`src/rtl/wb_port_arbiter.sv`:
```
// ---------------------------------------------------------------------------
// wb_port_arbiter
//
// Shares the register file's writeback ports among NUM_REQ producers. Each
// cycle a leader is picked round-robin, then further requests that carry the
// same ptcid and opsize as the leader are packed onto the remaining ports.
// The regfile accepts only one ptcid and one opsize per cycle, so anything
// that does not match waits. The packed set is registered onto the wb bus one
// cycle after the grant.
//
// Ports
//   clk            system clock
//   clr            synchronous active-high reset
//   req_valid      per-requester write pending                 [NUM_REQ]
//   req_addr       destination register, requester i at [3i+2:3i]
//   req_data       write data, DATA_WIDTH per requester
//   req_size       write opsize, 2 bits per requester
//   req_ptcid      producing instruction ptcid, 7 bits per requester
//   hold           suppress all grants this cycle
//   req_ready      combinational grant (transfer = valid & ready at edge)
//   wb_data        registered port data, slot k at [DW*(k+1)-1:DW*k]
//   wb_addr        registered port addresses, 3 bits per slot
//   wb_regld       registered per-port load enables
//   wb_opsize      registered shared opsize
//   wb_inst_ptcid  registered shared ptcid
//   busy           registered; a valid request went ungranted last cycle
// ---------------------------------------------------------------------------
module wb_port_arbiter #(
    parameter int NUM_REQ    = 4,
    parameter int NUM_PORTS  = 4,
    parameter int DATA_WIDTH = 64,
    parameter int PTR_W      = 2
) (
    input  logic                            clk,
    input  logic                            clr,
    input  logic [NUM_REQ-1:0]              req_valid,
    input  logic [3*NUM_REQ-1:0]            req_addr,
    input  logic [DATA_WIDTH*NUM_REQ-1:0]   req_data,
    input  logic [2*NUM_REQ-1:0]            req_size,
    input  logic [7*NUM_REQ-1:0]            req_ptcid,
    input  logic                            hold,
    output logic [NUM_REQ-1:0]              req_ready,
    output logic [DATA_WIDTH*NUM_PORTS-1:0] wb_data,
    output logic [3*NUM_PORTS-1:0]          wb_addr,
    output logic [NUM_PORTS-1:0]            wb_regld,
    output logic [1:0]                      wb_opsize,
    output logic [6:0]                      wb_inst_ptcid,
    output logic                            busy
);

    logic [PTR_W-1:0]     rr_ptr;
    logic [NUM_REQ-1:0]   sel;
    logic [NUM_PORTS-1:0] slot_vld;
    logic [PTR_W-1:0]     slot_src [NUM_PORTS];
    logic [PTR_W-1:0]     leader;
    logic                 found;

    // Selection: leader is the first valid requester in rotation order from
    // rr_ptr; companions are scanned in rotation order after the leader. An
    // address already claimed by an earlier selection blocks the later one.
    always_comb begin
        logic [PTR_W-1:0] idx;
        logic             clash;
        int               cnt;

        sel      = '0;
        slot_vld = '0;
        for (int k = 0; k < NUM_PORTS; k++) slot_src[k] = '0;
        leader   = '0;
        found    = 1'b0;
        idx      = '0;
        clash    = 1'b0;
        cnt      = 0;

        if (!clr && !hold) begin
            for (int o = 0; o < NUM_REQ; o++) begin
                // Explicit modulo so non-power-of-two NUM_REQ wraps correctly.
                idx = PTR_W'((int'(rr_ptr) + o) % NUM_REQ);
                if (!found && req_valid[idx]) begin
                    found  = 1'b1;
                    leader = idx;
                end
            end

            if (found) begin
                sel[leader] = 1'b1;
                slot_vld[0] = 1'b1;
                slot_src[0] = leader;
                cnt         = 1;
                for (int o = 1; o < NUM_REQ; o++) begin
                    idx = PTR_W'((int'(leader) + o) % NUM_REQ);
                    if (req_valid[idx] && cnt < NUM_PORTS &&
                        req_ptcid[7*idx +: 7] == req_ptcid[7*leader +: 7] &&
                        req_size[2*idx +: 2]  == req_size[2*leader +: 2]) begin
                        clash = 1'b0;
                        for (int k = 0; k < NUM_PORTS; k++) begin
                            if (slot_vld[k] &&
                                req_addr[3*slot_src[k] +: 3] == req_addr[3*idx +: 3])
                                clash = 1'b1;
                        end
                        if (!clash) begin
                            sel[idx] = 1'b1;
                            for (int k = 0; k < NUM_PORTS; k++) begin
                                if (k == cnt) begin
                                    slot_vld[k] = 1'b1;
                                    slot_src[k] = idx;
                                end
                            end
                            cnt = cnt + 1;
                        end
                    end
                end
            end
        end
    end

    assign req_ready = sel;

    always_ff @(posedge clk) begin
        if (clr) begin
            rr_ptr        <= '0;
            wb_regld      <= '0;
            wb_data       <= '0;
            wb_addr       <= '0;
            wb_opsize     <= '0;
            wb_inst_ptcid <= '0;
            busy          <= 1'b0;
        end else begin
            // hold and "nothing valid" both leave sel empty, so busy reduces
            // to "some valid request was not granted".
            busy     <= |(req_valid & ~sel);
            wb_regld <= slot_vld;
            if (found) begin
                rr_ptr        <= PTR_W'((int'(leader) + 1) % NUM_REQ);
                wb_opsize     <= req_size[2*leader +: 2];
                wb_inst_ptcid <= req_ptcid[7*leader +: 7];
                // Unused slots keep their previous payload.
                for (int k = 0; k < NUM_PORTS; k++) begin
                    if (slot_vld[k]) begin
                        wb_addr[3*k +: 3] <= req_addr[3*slot_src[k] +: 3];
                        wb_data[DATA_WIDTH*k +: DATA_WIDTH] <=
                            req_data[DATA_WIDTH*slot_src[k] +: DATA_WIDTH];
                    end
                end
            end
        end
    end

endmodule

```
`config.mk`:
```
export PLATFORM = sky130hd
export DESIGN_NAME = wb_port_arbiter
export DESIGN_NICKNAME = d
export VERILOG_FILES = /design/src/rtl/wb_port_arbiter.sv
export SDC_FILE = /design/constraint.sdc
export NUM_CORES = 1
export LEC_CHECK = 0
export BUFFER_PORTS_ARGS = -buffer_cell sky130_fd_sc_hd__buf_4
export CAP_MARGIN = 20
export CORE_MARGIN = 4
export CORE_UTILIZATION = 35
export DETAILED_ROUTE_END_ITERATION = 10
export GPL_TIMING_DRIVEN = 0
export SLEW_MARGIN = 25
export SYNTH_ARGS = -nofsm -noshare
export SYNTH_HDL_FRONTEND = slang
export SYNTH_SLANG_ARGS = --single-unit
```
`constraint.sdc`:
```
create_clock -name clk -period 7 [get_ports clk]
set_input_delay 0.7 -clock clk [delete_from_list [all_inputs] [get_ports clk]]
set_output_delay 0.7 -clock clk [all_outputs]
set_load 0.01 [all_outputs]
```
==> impl_metrics.json <==
{
  "run_status": "finished clean",
  "min-delay-path-class": "flip-flop to flip-flop",
  "grt.total_usage_pct": 33.1,
  "drv_slew": 0,
  "clk_transition_reported_paths_ns": 0.07,
  "min_period_ns": 6.86,
  "worstPathRequired_ns": 6.30,
  "postSynth.topFlopCell": "dfxtp_1",
  "timing.hold.ws_ns": 0.454,
  "synth-seq-area-share_pct": 28.8,
  "multiInputGateArea_sq_um": 13300,
  "post-synth-top-count-cell": "dfxtp_1",
  "synth.avg_cell_area_sq_um": 9.12,
  "globalRouteOverflowTotal": 0,
  "cts_hold_bufs": 0,
  "cts_sinks": 284,
  "dr_total_vias": 21800,
  "final_util_pct": 48.5,
  "core.rowCount": 86,
  "synth.yosys.warnings": 0,
  "synth.area.top_cells": "dfxtp_1 (29%), mux2i_1 (12%), mux4_2 (9.8%)",
  "tritoncts_clock_tree": "done",
  "drt_drc_violations_left": 0,
  "min_to": "wb_data[158]",
  "cell_area_after_technology_mapping_sq_um": 19700,
  "final.fill_count": 5388,
  "skew_ns": 0.0177,
  "die-width_um": 245,
  "drt_iter0_markers": 2424,
  "fin_total_pwr_mw": 5.89,
  "die-area_sq_um": 60200,
  "layout-drive-gt1-share_pct": 35.5,
  "antenna_left": 0,
  "timing.critical_path.from": "rr_ptr[0]",
  "antenna_found_initial": 13,
  "detail_route.vias_per_cell": 6.06,
  "worst_ir_drop_vdd_v": 0.000152,
  "worst_max_slew_pin_slew_ns": 1.07,
  "r2r_start": "rr_ptr[0]",
  "timing.fmax_mhz": 146,
  "totalWireLength_mm": 106,
  "synth.cells.most_frequent": "dfxtp_1 (284), mux2i_1 (241), o21ai_0 (222)",
  "postSynthRegisterBits": 284,
  "r2r-end": "wb_data[137]",
  "drt_pre_antenna_iters": 9,
  "timing.reg2reg.worst_path_depth": 23,
  "slew_headroom_pct": 28.5,
  "worstHoldStart": "wb_data[158]",
  "startpoint_type": "flip-flop",
  "slack_of_the_worst_reg_to_reg_path_ns": 0.21,
  "routabilityCongestion": 0.929,
  "routed_wire_length_per_instance_um": 29.4,
  "clk_root_buf": "clkbuf_16",
  "fin_tns_setup_ns": 0,
  "numCtsBuffers": 37,
  "setup_viol": 0,
  "synth_fp_nets": 2479,
  "cts_max_path_buffers": 3,
  "synthDominantAreaCellType": "dfxtp_1",
  "timing.hold.worst_path_depth": 1,
  "floorplan.die.height_um": 245,
  "synth_top_area_share_pct": 28.8,
  "layout_stage_area_growth_over_the_synthesis_result_pct": 36.3,
  "drv_cap": 0,
  "power_density_nw_per_um2": 219,
  "synth.distinct_cells": 81,
  "place.detailed.hpwl_mm": 81.0,
  "io_buffers": 587,
  "path_max_fanout": 16,
  "leakage_nw": 12.0,
  "synth_edf_count": 0,
  "cp-end-kind": "output pin",
  "clock_tree.htree_level_count": 2,
  "critPathArrivalTime_ns": 6.16,
  "area.sequential_sq_um": 5690,
  "finalNetCount": 3126,
  "ys_async_sr_fraction_pct": 0,
  "worst-setup-path-type": "flip-flop to output pin",
  "final_hold_viol_count": 0,
  "grt_start_max_net_pins": 13,
  "grt_pass1_wl_mm": 150,
  "netlist_instances": 2162,
  "floorplan.io_pins": 597,
  "post-route-period-util_pct": 98.0,
  "clock_latency_reported_for_the_late_side_of_the_worst_skew_pair_ns": 0.56,
  "vias_in_the_first_global_route": 21200,
  "floorplan.initialDensity_pct": 35.6,
  "core_region_area_sq_um": 55400
}
==> kinds of logic (layout without fill, tap and decap cells) <==
family                     after synthesis  in the layout  synth area share (%)
AOI/OAI and AO/OA                      598            598                  20.2
and+or+nand+nor                        544            544                  13.6
muxes                                  467            467                  30.3
DFF                                    284            284                  28.8
buffers and inverters                  216            890                  4.62
xor gates and xnor gates                47             47                  2.09
adders and majority gates                6              6                 0.381
other                                    0             10                     0
==> area by class of cell <==
cell class	count	area share, %
diodes	10	0.0931
plain buffers	204	3.51
clock buffers	51	4.17
clock inverters	15	0.792
inverters	10	0.154
multi-input cells	1662	49.6
flip-flops and latches	284	21.2
well taps	748	3.48
repair buffers	610	17.0
==> worst max path at each step <==
| stage | to |
|---|---|
| final | req_ready[3] |
| after global routing | req_ready[3] |
| after CTS | wb_data[197] |
| after detailed placement | wb_data[189] |
| after global placement | wb_data[241] |
| after floorplan | req_ready[3] |
==> sequential cells by signal (all words and copies together), names as in the netlist <==
name / flops
busy: 1
rr_ptr: 2
wb_addr: 12
wb_data: 256
wb_inst_ptcid: 7
wb_opsize: 2
wb_regld: 4
==> layout by cell type, fill, tap and decap left out, types with 14 or more instances in the layout <==
| master | synthesis | routed |
|---|---|---|
| xnor2_1 | 21 | 20 |
| o21ai_0 | 222 | 221 |
| clkbuf_2 | 0 | 14 |
| a21oi_1 | 84 | 80 |
| nand3_1 | 15 | 15 |
| nand2_1 | 123 | 123 |
| a211oi_1 | 89 | 84 |
| dfxtp_1 | 284 | 283 |
| mux2i_1 | 241 | 239 |
| and3_1 | 19 | 19 |
| a222oi_1 | 64 | 64 |
| nor2_1 | 168 | 164 |
| mux2_2 | 137 | 137 |
| nor3_1 | 76 | 72 |
| buf_1 | 22 | 19 |
| xor2_1 | 26 | 23 |
| clkbuf_1 | 156 | 140 |
| nand2b_1 | 78 | 78 |
| nand3b_1 | 17 | 17 |
| clkbuf_16 | 0 | 40 |
| mux4_2 | 86 | 87 |
| a21o_1 | 65 | 65 |
| buf_4 | 5 | 615 |
==> stage by stage <==
| stage | instances | setup WS, ns | instance area (sq um) |
|---|---|---|---|
| 3_5_place_dp | 3498 | -2.71 | 25100 |
| 3_3_place_gp | 3497 | -2.74 | 25100 |
| 5_1_grt | 3591 | -0.0205 | 26900 |
| 4_1_cts | 3574 | 0.0215 | 26700 |
| 6_report | 3594 | 0.140 | 26900 |
| 2_1_floorplan | 2162 | 0.106 | 19700 |
==> critical path, cell delays in order, from the launching register on <==
cell and delay, ns:
dfxtp_4 0.38, buf_4 0.11, nand2b_1 0.13, a21oi_2 0.12, nor2_4 0.48, buf_4 0.34, ha_4 0.25, buf_6 0.15
mux4_2 0.33, or3_4 0.42, nand4_4 0.14, o2111ai_4 0.21, a2111o_1 0.40, o211ai_1 0.20, a221oi_2 0.12, a221o_1 0.40
or4_1 0.53, buf_6 0.15, o21ai_4 0.23, inv_1 0.09, nand3_1 0.12, a21oi_2 0.09, buf_4 0.18
==> where the power goes <==
part,internal (mW),switching (mW)
sequential,1.67,0.0387
combinational,0.929,1.12
clock,1.31,0.831
==> per-layer routing <==
layer | share of wire, % | global-route usage [%]
met1 | 38 | 41.1
met2 | 47 | 54.6
met3 | 9.7 | 8.32
met4 | 5.1 | 14.4
met5 | 0.059 | 0
==> repair_timing <==
item	CTS	global route
pin swaps	7	12
buffers inserted	10	12
gates resized for setup	53	17
endpoints found under the setup margin	208	93
Note: power is estimated with default switching activity, not from simulation.
